File: src/rtl/vaddr_seq_pkg.sv
// Shared types and helpers for the virtual address sequencer.
package vaddr_seq_pkg;

    typedef enum logic {
        IDLE    = 1'b0,
        PRESENT = 1'b1
    } state_t;

    localparam logic [1:0] SIZE_BYTE = 2'd0;
    localparam logic [1:0] SIZE_HALF = 2'd1;
    localparam logic [1:0] SIZE_WORD = 2'd2;
    localparam logic [1:0] SIZE_RSVD = 2'd3;

    localparam int unsigned STEP_W = 3;

    // Address increment per beat; the reserved encoding steps like a word.
    function automatic logic [STEP_W-1:0] step_of(input logic [1:0] size);
        logic [STEP_W-1:0] step;
        case (size)
            SIZE_BYTE: step = 3'd1;
            SIZE_HALF: step = 3'd2;
            default:   step = 3'd4;
        endcase
        return step;
    endfunction

    // Page number of an address (zero-extended to 64 bits by the caller).
    function automatic logic [63:0] page_of(input logic [63:0] addr, input int unsigned page_bits);
        return addr >> page_bits;
    endfunction

endpackage

File: src/rtl/vaddr_source_select.sv
// Load source multiplexer with out-of-range source detection.
module vaddr_source_select #(
    parameter int unsigned ADDR_WIDTH  = 32,
    parameter int unsigned NUM_SOURCES = 3,
    parameter int unsigned SEL_W       = 2
) (
    input  logic [NUM_SOURCES*ADDR_WIDTH-1:0] load_data,
    input  logic [SEL_W-1:0]                  load_source,
    output logic [ADDR_WIDTH-1:0]             sel_addr_c,
    output logic                              sel_error_c
);

    // Pick the addressed slot; an out-of-range select yields zero.
    always_comb begin
        sel_addr_c = '0;
        for (int k = 0; k < int'(NUM_SOURCES); k++) begin
            if (load_source == SEL_W'(k)) begin
                sel_addr_c = load_data[k*ADDR_WIDTH +: ADDR_WIDTH];
            end
        end
    end

    assign sel_error_c = (32'(load_source) >= NUM_SOURCES);

endmodule

File: src/rtl/virtual_address_sequencer.sv
// Virtual address sequencer: loads a start address from one of several
// sources, then steps it through a multi-beat access, one beat per MMU
// handshake, flagging page crossings.
// Optional start-address alignment check: define VADDR_SEQ_ALIGN_CHECK_EN.
module virtual_address_sequencer
    import vaddr_seq_pkg::*;
#(
    parameter int unsigned ADDR_WIDTH  = 32,
    parameter int unsigned NUM_SOURCES = 3,
    parameter int unsigned PAGE_BITS   = 12,
    parameter int unsigned BURST_W     = 3
) (
    input  logic                              clock,
    input  logic                              reset,
    input  logic                              load_valid,
    output logic                              load_ready,
    input  logic [$clog2(NUM_SOURCES)-1:0]    load_source,
    input  logic [NUM_SOURCES*ADDR_WIDTH-1:0] load_data,
    input  logic [BURST_W-1:0]                burst_length,
    input  logic [1:0]                        access_size,
    output logic [ADDR_WIDTH-1:0]             virtual_address,
    output logic                              translate_valid,
    input  logic                              translate_ready,
    output logic [BURST_W-1:0]                beat_index,
    output logic                              page_cross,
    output logic                              sel_error,
    output logic                              align_fault
);

    localparam int unsigned SEL_W = $clog2(NUM_SOURCES);

    state_t              state;
    logic [BURST_W-1:0]  burst_len_q;
    logic [STEP_W-1:0]   step_q;

    logic [ADDR_WIDTH-1:0] sel_addr_c;
    logic                  sel_error_c;
    logic [STEP_W-1:0]     step_c;
    logic                  misaligned_c;
    logic [ADDR_WIDTH-1:0] next_addr_c;
    logic                  page_change_c;

    vaddr_source_select #(
        .ADDR_WIDTH  (ADDR_WIDTH),
        .NUM_SOURCES (NUM_SOURCES),
        .SEL_W       (SEL_W)
    ) u_source_select (
        .load_data   (load_data),
        .load_source (load_source),
        .sel_addr_c  (sel_addr_c),
        .sel_error_c (sel_error_c)
    );

    assign step_c = step_of(access_size);

`ifdef VADDR_SEQ_ALIGN_CHECK_EN
    assign misaligned_c = |(sel_addr_c & ADDR_WIDTH'(step_c - STEP_W'(1)));
`else
    assign misaligned_c = 1'b0;
`endif

    // Next beat address wraps modulo 2**ADDR_WIDTH; wrap counts as a page change.
    assign next_addr_c   = virtual_address + ADDR_WIDTH'(step_q);
    assign page_change_c = (page_of(64'(next_addr_c), PAGE_BITS) !=
                            page_of(64'(virtual_address), PAGE_BITS));

    // Load / present FSM with address stepping and registered outputs.
    always_ff @(posedge clock) begin
        if (reset) begin
            state           <= IDLE;
            virtual_address <= '0;
            beat_index      <= '0;
            burst_len_q     <= '0;
            step_q          <= '0;
            page_cross      <= 1'b0;
            sel_error       <= 1'b0;
            align_fault     <= 1'b0;
            load_ready      <= 1'b1;
            translate_valid <= 1'b0;
        end else begin
            sel_error   <= 1'b0;
            align_fault <= 1'b0;
            case (state)
                IDLE: begin
                    if (load_valid) begin
                        if (sel_error_c) begin
                            sel_error <= 1'b1;
                        end else if (misaligned_c) begin
                            align_fault <= 1'b1;
                        end else begin
                            virtual_address <= sel_addr_c;
                            burst_len_q     <= burst_length;
                            step_q          <= step_c;
                            beat_index      <= '0;
                            page_cross      <= 1'b0;
                            state           <= PRESENT;
                            load_ready      <= 1'b0;
                            translate_valid <= 1'b1;
                        end
                    end
                end
                PRESENT: begin
                    if (translate_ready) begin
                        if (beat_index == burst_len_q) begin
                            page_cross      <= 1'b0;
                            state           <= IDLE;
                            load_ready      <= 1'b1;
                            translate_valid <= 1'b0;
                        end else begin
                            virtual_address <= next_addr_c;
                            beat_index      <= beat_index + BURST_W'(1);
                            page_cross      <= page_change_c;
                        end
                    end
                end
                default: begin
                    state           <= IDLE;
                    load_ready      <= 1'b1;
                    translate_valid <= 1'b0;
                end
            endcase
        end
    end

endmodule

File: config.mk
export PLATFORM = sky130hd
export DESIGN_NAME = virtual_address_sequencer
export DESIGN_NICKNAME = d
export VERILOG_FILES = /design/src/rtl/vaddr_seq_pkg.sv /design/src/rtl/vaddr_source_select.sv /design/src/rtl/virtual_address_sequencer.sv
export SDC_FILE = /design/constraint.sdc
export NUM_CORES = 1
export LEC_CHECK = 0
export CORE_MARGIN = 1.5
export CORE_UTILIZATION = 39
export CTS_CLUSTER_DIAMETER = 150
export DETAILED_ROUTE_END_ITERATION = 10
export PLACE_DENSITY = 0.76
export SLEW_MARGIN = 20
export SYNTH_ARGS = -nofsm -noshare
export SYNTH_HDL_FRONTEND = slang
export SYNTH_SLANG_ARGS = --single-unit
File: constraint.sdc
create_clock -name clock -period 2.01 [get_ports clock]
set_input_delay 0.201 -clock clock [delete_from_list [all_inputs] [get_ports clock]]
set_output_delay 0.201 -clock clock [all_outputs]
set_load 0.05 [all_outputs]
==> impl_metrics.tcl, run 1 <==
set metrics [dict create \
    fin_ws_ns -0.0394 \
    fp-row-count 34 \
    max_freq_ghz 0.488 \
    rsz0062_at_grt "true" \
    grt_remaining_overflow 0 \
    crit_fanout 3 \
    die_y_um 97.3 \
    post-place-ws_ns -0.0782 \
    cts_buffer_depth 2 \
    ir_drop_v 0.000365 \
    syn_area_per_cell_um2 7.63 \
    regArea_um2 943 \
    skew_ns 0.00589 \
    drt_first_pass_iters 5 \
    areaGrowthSynthToFinish_pct 56.0 \
    ant_nets 0 \
    fin_crit_ns 2.05 \
    crit_arrival_ns 2.27 \
    start_util 0.400 \
    gp_congestion 0.969 \
    routed_wl_um 12500 \
    crit_family "simple AND/OR/NAND/NOR gates" \
    crit_required_ns 2.23 \
    clkLatencyLatePin_ns 0.30 \
    yosys.area.top_type "dfxtp_1" \
    worst-path-stages 7 \
    diodes 0 \
    grt_pass1_wl_um 20200 \
    cp_slowest_stage_delay_ns 0.52 \
    core-area_um2 8680 \
    multi_input_area_um2 2450 \
    yosys-top-cells-count "nand2_1, dfxtp_1, a21oi_1, mux2i_1, o21ai_0" \
    ys_types 57 \
    synthesis.nets 567 \
    drcViolationCount 0 \
    antenna_found_initial 0 \
    hold_path_class "primary input to flop" \
    final_cells 718 \
    rr_worst_depth 7 \
    cp_slowest_cell "or4_4" \
    post-route-period-util 1.02 \
    fin_nets 721 \
    crit_type "flop to flop" \
    drv_slew 0 \
    setup_violations 1 \
    dp.cells 710 \
    power_density_nw_per_um2 528 \
    hold_viol 0 \
    cts_htree_levels 2 \
    dieWidth_um 97.3 \
    vias 4243 \
    syn_inst 455 \
    drt-vias-per-instance 5.91 \
    clock-sinks 46 \
    synthArstFlopShare 0 \
    synth_area_um2 3470 \
    crit_path_cell_trace "ha_4, fa_2, a21oi_2, or4_4, or3_4, o2bb2ai_1, a311oi_1" \
    synth_most_common_cell "nand2_1" \
    first_global_vias 4273 \
    drive_above_1_share 0.157 \
    place_area_um2 5270 \
    hpwl_um 9430 \
    io_buffers 145 \
    cts_tree "done" \
    yosys_warnings 0 \
    hold_buffers 0 \
    start_kind "flop" \
    slew_headroom 0.538 \
    synthTopCellsByArea "dfxtp_1, mux2i_1, nand2_1" \
    pin_count 147 \
    dieArea_um2 9470 \
    cts_root_buffer "clkbuf_8" \
    synth_top_flop_cell "dfxtp_1" \
    fill_cells 779 \
    cts_buffers 5 \
    grt_max_degree 41 \
    clk_pin_slew_ns 0.09 \
    violations "setup timing" \
    maxCapViolations 0 \
    worstMarginPinSlew_ns 0.692 \
    ys_seq_area_frac 0.265 \
    status "finished, violations left" \
    synth_edf_count 0 \
    worst_hold_path.num_cells 3 \
    ys_ff_latch 46 \
    drtIter0Drc 224 \
    wl_per_cell_um 17.4 \
    worst-path-buf-inv 0 \
    power.leakage_uw 0.00190 \
    synth_top_area_share 0.265 \
    fin_area_um2 5420 \
    grt_usage 0.257 \
    end_kind "flop" \
]
## stage by stage
stage | hold slack (ns) | utilization | power (µW) | TNS (ns)
global route | 0.280 | 0.624 | 2980 | -0.399
CTS | 0.268 | 0.621 | 2850 | -0.0245
detailed placement | 0.464 | 0.607 | 2160 | -0.106
global placement | 0.458 | 0.607 | 2140 | -0.0335
finish | 0.272 | 0.624 | 2860 | -0.0394
floorplan | 0.337 | - | 1670 | -0.451
## what timing repair did
action	in CTS	in global routing
endpoints found under the hold margin	0	0
resized for setup	4	9
buffers inserted	0	0
pin swaps	0	1
setup endpoints to repair	5	13
## cell families (layout without fill, tap and decap cells)
group                    count (synthesis)  count (layout)  synth area share
AND/OR/NAND/NOR                        176             176             0.267
AO/OA/AOI/OAI                          136             136             0.254
flip-flops                              46              46             0.265
multiplexers                            43              43             0.129
buffers and inverters                   43             198            0.0508
adder cells (fa/ha/maj)                  5               5            0.0202
XOR/XNOR                                 5               5            0.0126
other                                    1               1           0.00108
## layout by cell type (no fill, tap or decap), types with 5 or more instances in the layout
master           instances
nand3b_1                 8
dfxtp_1                 30
clkbuf_8                 5
nand4_1                 12
and4_1                   5
nand3_1                 18
clkdlybuf4s50_1        143
nand2_1                 57
a21o_1                   5
nor2_1                  19
mux2_2                  13
mux2i_1                 30
buf_4                   39
o22ai_1                  9
a22oi_1                 21
a221oi_1                 7
o21ai_0                 27
a31oi_1                  5
a21oi_1                 33
dfxtp_2                 15
nor3_1                  15
nand4b_1                 6
nor4_1                   5
## power breakdown
part	total [µW]	internal (µW)	switching (µW)
Sequential	1070	980	93.0
Combinational	1080	504	578
Clock	704	373	331
Total	2860	1860	1000
## registers in the layout, summed over array words and instances (netlist names)
register / cells
page_cross: 1
step_q: 3
state: 1
virtual_address: 32
load_ready: 1
translate_valid: 1
burst_len_q: 3
sel_error: 1
beat_index: 3
## final timing paths
| path | startpoint | end | slack (ns) |
|---|---|---|---|
| max | virtual_address[0]$_SDFFE_PP0P_ | virtual_address[18]$_SDFFE_PP0P_ | -0.04 |
| min | load_source[1] | sel_error$_SDFF_PP0_ | 0.27 |
| max reg2reg | virtual_address[0]$_SDFFE_PP0P_ | virtual_address[18]$_SDFFE_PP0P_ | -0.04 |
| min reg2reg | burst_len_q[1]$_SDFFE_PP0P_ | burst_len_q[1]$_SDFFE_PP0P_ | 0.47 |
## routing by layer
layer / up-vias / track usage / wire, µm
met5: - / 0 / 0
li1: 2038 / - / -
met2: 188 / 0.462 / 6100
met4: 0 / 0.0813 / 253
met3: 24 / 0.0475 / 843
met1: 1993 / 0.308 / 5260
## final cells by class
type                            count  area share
Clock buffer                        7      0.0141
Inverter                            4     0.00277
Timing Repair Buffer              186       0.326
Multi-Input combinational cell    366       0.452
Tap cell                          108      0.0250
Sequential cell                    46       0.174
Clock inverter                      1     0.00555
## worst register-to-register path, stage by stage (launching register included)
cell       delay (ns)
dfxtp_4          0.37
ha_4             0.14
fa_2             0.20
a21oi_2          0.08
or4_4            0.52
or3_4            0.35
o2bb2ai_1        0.13
a311oi_1         0.18
No activity file was read; power rests on OpenSTA's default activity.
==> run 2, diff against run 1 <==
Settings changed: CORE_UTILIZATION 39 to 44, PLACE_DENSITY 0.76 to 0.82.
Clock period 2.01 ns to 2.3 ns, I/O delays scaled along.
==> run 2 against run 1 <==
The flow now finishes without violations. Non-clock buffer count down 18. Design area down 3.7%. Wire length down 4.0%. Flip-flop and latch count unchanged. Critical path type unchanged.
==> impl_metrics.tcl, run 2 (synthesis results as in run 1) <==
set metrics [dict create \
    status "finished clean" \
    areaGrowthSynthToFinish_pct 50.2 \
    cts_buffer_depth 2 \
    cts_buffers 5 \
    fin_crit_ns 2.25 \
    diodes 0 \
    cts_tree "done" \
    reg2reg_from "virtual_address[0]$_SDFFE_PP0P_" \
    grt_remaining_overflow 0 \
    routed_wl_um 12000 \
    crit_arrival_ns 2.47 \
    clk_pin_slew_ns 0.09 \
    cts_htree_levels 2 \
    drv_slew 0 \
    post-route-period-util 0.980 \
    regArea_um2 928 \
    crit_type "flop to flop" \
    drtIter0Drc 297 \
    end_kind "flop" \
    hold_path_class "primary input to flop" \
    maxCapViolations 0 \
    largest_reg_flops 32 \
    hp-start "load_source[1]" \
    r2r-end "virtual_address[18]$_SDFFE_PP0P_" \
    vias 4228 \
    power_density_nw_per_um2 480 \
    grt_max_degree 39 \
    hold_ws_ns 0.397 \
    hpwl_um 8880 \
    worst_hold_path.num_cells 3 \
    max_freq_ghz 0.444 \
    hold_buffers 0 \
    antenna_found_initial 0 \
    wl_per_cell_um 17.2 \
    first_global_vias 4009 \
    slew_headroom 0.528 \
    cts_root_buffer "clkbuf_8" \
    power.leakage_uw 0.00182 \
    multi_input_area_um2 2410 \
    drcViolationCount 0 \
    setup_violations 0 \
    grt_pass1_wl_um 19200 \
    final_common_cell "clkdlybuf4s50_1" \
    worstMarginPinSlew_ns 0.708 \
    gp_congestion 0.960 \
    top_register "virtual_address" \
    fp-row-count 32 \
    rr_worst_depth 7 \
    fin_nets 703 \
    hold_viol 0 \
    pin_count 147 \
    start_kind "flop" \
    ir_drop_v 0.000285 \
    fin_util 0.678 \
    fill_cells 648 \
    grt_usage 0.282 \
    core-area_um2 7690 \
    finalPower_uw 2500 \
    r2r_slack_ns 0.05 \
    drive_above_1_share 0.101 \
    die_y_um 91.8 \
    drt-vias-per-instance 6.09 \
    ant_nets 0 \
    dieWidth_um 91.8 \
    start_util 0.451 \
    crit_fanout 6 \
    dieArea_um2 8430 \
    final_cell_mix "clkdlybuf4s50_1, nand2_1, dfxtp_1" \
    finalSetupTns_ns 0 \
    clkLatencyLatePin_ns 0.31 \
    clock-sinks 46 \
    io_buffers 145 \
    place_area_um2 5060 \
    rsz0062_at_grt "false" \
    drt_first_pass_iters 5 \
    skew_ns 0.0109 \
    hold_end "sel_error$_SDFF_PP0_" \
    fin_area_um2 5210 \
    crit_required_ns 2.52 \
]
-- run 2: changes by cell type in the layout (fill, tap and decap cells not counted), moves of 3 or more --
cell / previous run / this run
dfxtp_2: 15 / 3
nor4_2: 4 / 1
buf_4: 39 / 23
dfxtp_1: 30 / 42
-- run 2: final cells by class --
class	instances	share of cell area
Sequential cell	46	0.178
Inverter	4	0.00288
Tap cell	102	0.0245
Clock inverter	1	0.00576
Timing Repair Buffer	168	0.310
Clock buffer	7	0.0166
Multi-Input combinational cell	366	0.463
-- run 2: worst max-delay path, cell delays in order (launching register included) --
cell,delay (ns)
dfxtp_4,0.36
ha_1,0.19
fa_2,0.26
a21oi_2,0.11
or4_4,0.54
or3_1,0.34
o2bb2ai_1,0.14
a311oi_1,0.21
-- run 2: per-stage QoR --
step | worst slack (ns) | std cells
CTS | 0.00734 | 694
detailed placement | -0.216 | 686
global placement | -0.129 | 686
finish | 0.0456 | 694
global route | 0.00191 | 694
floorplan | 0.0216 | 455
-- run 2: repair_timing --
item	4_1_cts	5_1_grt
gates resized for setup	3	3
setup buffers	0	0
setup endpoints to repair	5	3
-- run 2: layer usage --
metal  GRT usage  vias to the layer above  part of all wire
li1            -                     2004                 -
met1       0.337                     1983              0.38
met2       0.530                      225              0.52
met3      0.0406                       16             0.087
met4      0.0641                        0            0.0092
met5           0                        -                 0
-- run 2: how the worst max path moves through the flow --
stage,startpoint,end,slack [ns],cells after the start
after floorplan,virtual_address[0]$_SDFFE_PP0P_,virtual_address[18]$_SDFFE_PP0P_,0.02,8
after global placement,virtual_address[0]$_SDFFE_PP0P_,virtual_address[30]$_SDFFE_PP0P_,-0.13,7
after detailed placement,virtual_address[0]$_SDFFE_PP0P_,virtual_address[30]$_SDFFE_PP0P_,-0.22,7
after CTS,virtual_address[0]$_SDFFE_PP0P_,virtual_address[18]$_SDFFE_PP0P_,0.007,7
after global routing,step_q[0]$_SDFFE_PP0P_,virtual_address[18]$_SDFFE_PP0P_,0.002,7
final,virtual_address[0]$_SDFFE_PP0P_,virtual_address[18]$_SDFFE_PP0P_,0.05,7
-- run 2: where the power goes --
| group | switching (µW) | leakage (µW) | internal, µW |
|---|---|---|---|
| clock | 290 | 0.0000585 | 355 |
| combinational | 500 | 0.00139 | 423 |
| sequential | 80.4 | 0.000378 | 854 |
| total | 871 | 0.00182 | 1630 |
